===== src/rtl/stopwatch_pkg.sv =====
// Shared types and constants for the stopwatch controller.
// The BCD increment helper lives here so the counter and any future users agree on the digit rules.
package stopwatch_pkg;

    typedef enum logic [1:0] {IDLE, RUN, LAP, STOP} sw_state_t;

    localparam logic [7:0] BCD_MAX   = 8'h99;
    localparam logic [3:0] DIGIT_MAX = 4'd9;

    // Next 2-digit BCD value; 99 rolls to 00
    function automatic logic [7:0] bcd_inc(input logic [7:0] v);
        logic [7:0] r;
        if (v == BCD_MAX) begin
            r = 8'h00;
        end else if (v[3:0] == DIGIT_MAX) begin
            r = {v[7:4] + 4'd1, 4'd0};
        end else begin
            r = {v[7:4], v[3:0] + 4'd1};
        end
        return r;
    endfunction

endpackage


===== src/rtl/stopwatch_ctrl_bcd_counter2.sv =====
// Two-digit BCD up-counter; clr beats en, carry_out pulses for one cycle on the 99 -> 00 roll.
module bcd_counter2
    import stopwatch_pkg::*;
(
    input  logic       clk,
    input  logic       nrst,
    input  logic       en,
    input  logic       clr,
    output logic [7:0] q,
    output logic       carry_out
);

    always_ff @(posedge clk or negedge nrst) begin
        if (!nrst) begin
            q         <= 8'h00;
            carry_out <= 1'b0;
        end else if (clr) begin
            q         <= 8'h00;
            carry_out <= 1'b0;
        end else if (en) begin
            q         <= bcd_inc(q);
            carry_out <= (q == BCD_MAX);
        end else begin
            carry_out <= 1'b0;
        end
    end

endmodule


===== src/rtl/stopwatch_ctrl.sv =====
// Stopwatch sequencing: run/pause/lap FSM, seconds prescaler, lap-freeze register, display mux.
module stopwatch_ctrl
    import stopwatch_pkg::*;
#(
    parameter int unsigned TICK_DIV = 50_000_000
) (
    input  logic       clk,
    input  logic       nrst,
    input  logic       start_stop,
    input  logic       lap,
    input  logic       clear,
    output logic [7:0] num,
    output logic       running,
    output logic       lap_active,
    output logic       wrapped
);

    localparam int unsigned PW = (TICK_DIV > 1) ? $clog2(TICK_DIV) : 1;
    localparam logic [PW-1:0] PRESC_LAST = PW'(TICK_DIV - 1);

    sw_state_t     state;
    sw_state_t     state_nxt;
    logic          lap_capture;
    logic [PW-1:0] presc;
    logic          counting;
    logic          tick;
    logic [7:0]    count;
    logic [7:0]    lap_reg;

    assign counting = (state == RUN) || (state == LAP);
    assign tick     = counting && (presc == PRESC_LAST);

    always_ff @(posedge clk or negedge nrst) begin
        if (!nrst) begin
            state <= IDLE;
        end else begin
            state <= state_nxt;
        end
    end

    // Pulse priority: clear, then start_stop, then lap
    always_comb begin
        state_nxt   = state;
        lap_capture = 1'b0;
        if (clear) begin
            state_nxt = IDLE;
        end else if (start_stop) begin
            case (state)
                IDLE:    state_nxt = RUN;
                RUN:     state_nxt = STOP;
                LAP:     state_nxt = STOP;
                STOP:    state_nxt = RUN;
                default: state_nxt = IDLE;
            endcase
        end else if (lap) begin
            case (state)
                RUN: begin
                    state_nxt   = LAP;
                    lap_capture = 1'b1;
                end
                LAP:     state_nxt = RUN;
                default: state_nxt = state;
            endcase
        end
    end

    // Holds while stopped so a resume finishes the partial second
    always_ff @(posedge clk or negedge nrst) begin
        if (!nrst) begin
            presc <= '0;
        end else if (clear) begin
            presc <= '0;
        end else if (counting) begin
            presc <= (presc == PRESC_LAST) ? '0 : presc + PW'(1);
        end
    end

    always_ff @(posedge clk or negedge nrst) begin
        if (!nrst) begin
            lap_reg <= 8'h00;
        end else if (clear) begin
            lap_reg <= 8'h00;
        end else if (lap_capture) begin
            lap_reg <= count;
        end
    end

    bcd_counter2 u_count (
        .clk       (clk),
        .nrst      (nrst),
        .en        (tick),
        .clr       (clear),
        .q         (count),
        .carry_out (wrapped)
    );

    assign num        = (state == LAP) ? lap_reg : count;
    assign running    = counting;
    assign lap_active = (state == LAP);

endmodule


===== config.mk =====
export PLATFORM = sky130hd
export DESIGN_NAME = stopwatch_ctrl
export DESIGN_NICKNAME = d
export VERILOG_FILES = /design/src/rtl/stopwatch_pkg.sv /design/src/rtl/stopwatch_ctrl_bcd_counter2.sv /design/src/rtl/stopwatch_ctrl.sv
export SDC_FILE = /design/constraint.sdc
export NUM_CORES = 1
export LEC_CHECK = 0
export CORE_MARGIN = 4
export CORE_UTILIZATION = 37
export DETAILED_ROUTE_END_ITERATION = 10
export PLACE_DENSITY = 0.65
export SLEW_MARGIN = 30
export SYNTH_ARGS = -nofsm -noshare
export SYNTH_HDL_FRONTEND = slang
export SYNTH_HIERARCHICAL = 1
export SYNTH_SLANG_ARGS = --single-unit
export TNS_END_PERCENT = 5

===== constraint.sdc =====
create_clock -name clk -period 2.38 [get_ports clk]
set_input_delay 0.595 -clock clk [delete_from_list [all_inputs] [get_ports clk]]
set_output_delay 0.595 -clock clk [all_outputs]
set_load 0.1 [all_outputs]

==> metrics.md, run 1 <==
| Metric | Value |
|---|---|
| Max incr delay on CP | 0.39 ns |
| Reg2reg start | presc[0] |
| CTS tree | built |
| FF+latch area | 1126 µm² |
| Peak Freq | 450.9 MHz |
| Final Cell Area | 3131 µm² |
| Number of post-CTS setup repair buffers | 0 |
| Synthesis-to-layout area growth | 22.05% |
| Worst-Margin Slew | approximately 0.65 ns |
| Skew final | just under 0.009 ns |
| PD cells | 522.5 nW/µm² |
| Fin. max-slew vios | 0 |
| Design Power | between 1.5 and 2 mW |
| Grt total ovfl | 0 |
| Detailed Route WL | ~5800 µm |
| Min-Delay Path Class | in2async |
| Post-route setup TNS | 0 ns |
| Synth Area in Compound Gates | 0.1215 |
| Nets | between 300 and 400 |
| Critical path, cell by cell | inv_1 > ha_4 > mux2_2 > buf_12 |
| Critical Path End Type | primary output |
| Ys async rst share | 1.000 |
| CP Max Fanout | 11 |
| Period minus WS final | between 2 and 2.5 ns |
| Peak VDD IR | between 0.2 and 0.3 mV |
| Share of total power in combinational logic | 0.148 |
| Synth Area in Simple Gates | 0.2839 |
| Avg Inst Size Synth | about 9.5 µm² |
| # fillers | 658 |
| Post-synthesis mux area share | 0.06634 |
| Vias per cell | ~5.8 |
| Die Span X | slightly above 90 µm |
| Final setup margin | ~0.16 ns |
| RSZ-0062 raised after global routing | false |
| Clk_lat worst skew | 0.30 ns |
| Outcome | finished, final reports clean |
| Int Power | 1.205 mW |
| Top FF cell, synth | dfrtp_1 |
| Clock slew seen by the registers of the worst setup and hold paths | roughly 0.090 ns |
| Fin crit share | 0.9318 |
| Synthesized instance count | 270 |
| Clock sink total | 45 |
| CORE AREA | roughly 6800 µm² |
| Vias in the first global route | about 2200 |
| Final hold slack | roughly 0.26 ns |
| Starting density of the core | 0.3796 |
| Clock power share | 0.369 |
| Routed len/inst | approximately 15 µm |
| Final GP Congestion | slightly above 0.9 |
| Distinct cells, synth | 42 |
| Sequential Power Share | 0.482 |
| Drt drc | 0 |
| Pre-CTS WS | -0.02213 ns |
| Slew HR | 0.5665 |
| Buf/Inv on CP | 2 |
| Synth Area in XOR/XNOR | 0.02732 |
| Initial antenna violation count | 0 |
| Required @ worst endpoint | 1.78 ns |
| Worst reg2reg setup slack | around 0.2 ns |
| Seq cells post-synth | between 40 and 50 |
| Worst setup startpoint | state[0] |
| Post-synthesis sequential area ratio | 0.4390 |
| CP top delay family | flip-flops |
| Die area | about 8300 µm² |
| Post-cts sizing count | 0 |
| Multi-input gate area | between 1000 and 1500 µm² |
| Antenna-violating nets left | 0 |
| Io pins | 16 |
| Largest net degree at the start of global routing | 29 |
| Max_cap viols | 0 |
| Largest family of logic cells by synthesized area | simple AND/OR/NAND/NOR gates |
| P_leak | around 1.3 nW |
| Num rows | 30 |
| Post-synth EDFFs | 0 |
| Mapped Area | between 2000 and 3000 µm² |
| Final hold vios | 0 |
| CP arrival | around 1.6 ns |
| CTS Hold Bufs | 0 |
| Syn_nets | 282 |
| Max reg flops | 26 |
| Initial drt markers | 98 |
| I/O Buffers | 15 |
| Post-DP HPWL | around 4300 µm |
| Synth Area in Adders | 0.03415 |
| DRT Pass-1 Iters | 4 |
| Reg2reg end | presc[25] |
| Total track usage | 0.1503 |
| CTS max path bufs | 2 |
| Warnings, synthesis | 6 |
| Die Y | 91.26 µm |
| Setup crit start kind | flip-flop |
| H-tree Lvls | 2 |
| First-pass GRT wire length | around 10000 µm |
| Clk Tree Root Cell | clkbuf_8 |
| Vias | between 2000 and 2500 |
| R2R cell count | 7 |
| NetSw | between 400 and 500 µW |
| Worst path slowest cell | dfrtp_1 |
| Net Sw Frac | 0.2636 |
| Final setup fails | 0 |
| Critical Path Stages | 4 |
| ANT cells | 0 |
| Worst setup endpoint | num[7] |
| CTS buffer count | 5 |
| CP Class | reg2out |
| Post-DP Area | around 3000 µm² |
| Share of cells above drive strength 1 | 0.1694 |
==> layer usage <==
layer	wire length, µm	GRT usage	up-vias
met3	258	0.03811	5
met5	0	0	-
met1	2747	0.1920	1079
met2	2771	0.2508	51
met4	37	0.04397	0
li1	-	-	1064
==> synth_stat cells, types with 7 or more instances <==
cell type   n  area [µm²]
or3_1       7       43.79
nand2_1    19       71.32
o21ai_0    11       55.05
and4_1      7       61.31
nor2_1     19       71.32
a21oi_1    24       120.1
inv_1       9       33.78
dfrtp_1    45        1126
ha_1        7       87.58
nor4_1      7       43.79
mux2i_1     8       80.08
nand4_1    12       75.07
mux2_2      8       90.09
nand3_1     9       45.04
o31ai_1     7       52.55
==> power by group through the flow <==
stage | combinational [mW] | sequential (mW) | clock, mW
floorplan | 0.151 | 0.801 | 0
global placement | 0.243 | 0.804 | 0
detailed placement | 0.244 | 0.804 | 0
CTS | 0.244 | 0.789 | 0.627
global route | 0.262 | 0.792 | 0.661
finish | 0.243 | 0.789 | 0.604
==> cell type report <==
type	count	share of cell area
clock inverters	2	0.01199
multi-input cells	207	0.4408
repair buffers	32	0.1183
well taps	80	0.03197
inverters	9	0.01079
clock buffers	6	0.02638
flip-flops and latches	45	0.3597
==> worst reg2reg max path: stages (launching register included) <==
cell,delay [ns]
dfrtp_1,0.41
ha_1,0.20
and2_1,0.23
nand4_1,0.16
buf_4,0.18
o21bai_1,0.53
buf_4,0.29
a21oi_1,0.05
==> metrics by stage <==
stage	utilization	instances
floorplan	-	270
global placement	0.4456	373
detailed placement	0.4456	373
CTS	0.4633	381
global route	0.4633	381
finish	0.4633	381
==> how the worst min path moves through the flow <==
stage | from | depth (start not counted) | to
2_1_floorplan | nrst | 0 | lap_reg[0]
6_report | nrst | 1 | presc[10]
4_1_cts | nrst | 1 | presc[10]
3_3_place_gp | lap_reg[4] | 2 | lap_reg[4]
5_1_grt | nrst | 1 | lap_reg[2]
3_5_place_dp | lap_reg[1] | 2 | lap_reg[1]
==> placed cells by master (no fill, tap or decap), types with 3 or more instances in the layout <==
master / n
o21ai_0: 11
ha_1: 6
nor2_1: 19
nand3b_1: 6
and3_1: 3
and2_1: 4
nand3_1: 9
mux2i_1: 8
nand4_1: 12
nor3_1: 4
or4_1: 6
buf_12: 10
or3_1: 7
nor2b_1: 5
a31oi_1: 3
nand2b_1: 5
a21oi_1: 24
clkbuf_8: 6
clkdlybuf4s50_1: 3
o31ai_1: 7
mux2_2: 8
inv_1: 9
nand2_1: 19
buf_4: 18
and4_1: 7
dfrtp_1: 45
xnor2_1: 6
nor4_1: 7
==> cell families after synthesis <==
group / Yosys count
compound gates: 53
xor+xnor: 8
fa+ha+maj: 7
buf+inv: 18
flops: 45
mux: 16
simple gates: 123
(Power assumes the default switching activity.)
==> inputs of run 2 (changes only) <==
- CORE_MARGIN: 4 -> 1.5
- CTS_CLUSTER_SIZE: default -> 25
==> run 2 against run 1 <==
  * Clock power down 14%
  * Worst setup slack worse by 0.016 ns
  * Fmax down 0.72%
  * Routed wire length down 0.96%
  * Die area down 11%
  * Clock-buffer cell count unchanged
  * Non-clock buffer count down 1
  * Sequential power about the same
==> metrics.md, run 2 (same netlist as run 1, synthesis figures left out) <==
| Metric | Value |
|---|---|
| Worst reg2reg setup slack | approximately 0.23 ns |
| Num rows | 30 |
| I/O Buffers | 15 |
| Io pins | 16 |
| Die area | 7441 µm² |
| Post-route setup TNS | 0 ns |
| Die Span X | approximately 86 µm |
| Synthesis-to-layout area growth | 21.41% |
| Critical Path End Type | primary output |
| Outcome | finished, final reports clean |
| Number of post-CTS setup repair buffers | 0 |
| CTS tree | built |
| Drt drc | 0 |
| Initial antenna violation count | 0 |
| CTS max path bufs | 2 |
| Fin. max-slew vios | 0 |
| Detailed Route WL | roughly 5800 µm |
| Share of cells above drive strength 1 | 0.1667 |
| Worst-Margin Slew | approximately 0.53 ns |
| Largest net degree at the start of global routing | 31 |
| Fin crit share | 0.9385 |
| Reg2reg start | state[0] |
| Clk_lat worst skew | between 0.3 and 0.4 ns |
| Clock slew seen by the registers of the worst setup and hold paths | 0.09 ns |
| RSZ-0062 raised after global routing | false |
| Commonest non-fill, non-tap cell in the layout | dfrtp_1 |
| CP Max Fanout | 11 |
| Max_cap viols | 0 |
| Total track usage | 0.1678 |
| Design Power | 1.552 mW |
| Reg2reg end | presc[23] |
| Clk Tree Root Cell | clkbuf_8 |
| Required @ worst endpoint | ~1.8 ns |
| CP arrival | 1.64 ns |
| Grt total ovfl | 0 |
| Peak Freq | 447.7 MHz |
| Post-cts sizing count | 0 |
| CORE AREA | just under 7000 µm² |
| Period minus WS final | 2.234 ns |
| Initial drt markers | about 140 |
| CTS buffer count | 5 |
| Final hold vios | 0 |
| P_leak | between 1 and 1.5 nW |
| CTS Hold Bufs | 0 |
| Clock sink total | 45 |
| Nets | approximately 310 |
| Final GP Congestion | just under 0.9 |
| Vias in the first global route | around 2100 |
| Starting density of the core | 0.3796 |
| Layout Cells excl Fill | 380 |
| Vias per cell | 5.676 |
| Inst Count DP | 372 |
| Slew HR | 0.6446 |
| Vias | roughly 2200 |
| Die Y | ~86 µm |
| Final setup fails | 0 |
| Post-DP Area | between 3000 and 4000 µm² |
| Final Cell Area | ~3100 µm² |
| R2R cell count | 7 |
| First-pass GRT wire length | approximately 9900 µm |
| Antenna-violating nets left | 0 |
| DRT Pass-1 Iters | 4 |
| Skew final | 0.009444 ns |
| Post-DP HPWL | roughly 4100 µm |
| H-tree Lvls | 2 |
| Setup crit start kind | flip-flop |
| CP Class | reg2out |
| Worst setup startpoint | state[0] |
| PD cells | approximately 500 nW/µm² |
| Routed len/inst | approximately 15 µm |
| ANT cells | 0 |
| Min-Delay Path Class | in2async |
| Peak VDD IR | roughly 0.28 mV |
| Max reg flops | 26 |
| Final core occ | 0.4609 |
| Most frequent cells in the layout | dfrtp_1, a21oi_1, nor2_1, nand2_1, buf_4 |
-- run 2: cell types whose count changed in the layout (fill, tap and decap cells not counted), sizes merged --
| cell | change |
|---|---|
| inv | +1 |
| bufinv | -1 |
| buf | -1 |
-- run 2: where the power goes --
group | switching [mW] | total, mW | leakage [nW] | internal (mW)
clock network | 0.279 | 0.519 | 0.0478 | 0.239
registers | 0.0134 | 0.789 | 0.625 | 0.776
logic | 0.154 | 0.244 | 0.623 | 0.0895
total | 0.447 | 1.55 | 1.30 | 1.10
-- run 2: final cells by class --
class,count,area (µm²)
tap,80,100.1
clock inverter,2,16.27
sequential,45,1126
fill,653,3642
inverter,9,33.78
clock buffer,6,82.58
multi-input combinational,207,1380
timing repair buffer,31,375.4
-- run 2: worst max path at each step --
stage                              end  slack [ns]  cells past startpoint
after CTS                       num[7]        0.12                      4
final                           num[4]        0.15                      4
after global routing      u_count/q[5]        0.03                      7
after global placement       presc[23]      -0.004                      6
after floorplan                 num[0]        0.03                      4
after detailed placement     presc[23]       -0.05                      6
-- run 2: worst max-delay path, cell delays in order (launching register included) --
cell and delay, ns:
dfrtp_1 0.39, inv_1 0.12, ha_4 0.26, mux2_2 0.39
buf_12 0.17
-- run 2: through the flow --
| step | setup slack, ns | hold slack [ns] |
|---|---|---|
| floorplan | 0.03115 | 0.2994 |
| global route | 0.03110 | 0.2877 |
| CTS | 0.1194 | 0.2764 |
| finish | 0.1463 | 0.2606 |
| global placement | -0.004392 | 0.4990 |
| detailed placement | -0.04992 | 0.5099 |
-- run 2: metal layers --
metal	vias to the layer above	part of all wire	track usage
met5	-	0	0
met4	0	0.0061	0.03959
met3	3	0.041	0.04476
met2	31	0.48	0.2756
met1	1058	0.47	0.2225
li1	1065	-	-
==> inputs of run 3 (changes only) <==
- CTS_BUF_LIST: default -> sky130_fd_sc_hd__clkbuf_4 sky130_fd_sc_hd__clkbuf_8
==> results of run 3 <==
Same layout as run 2: the final DEF is identical, and so are final timing and power.
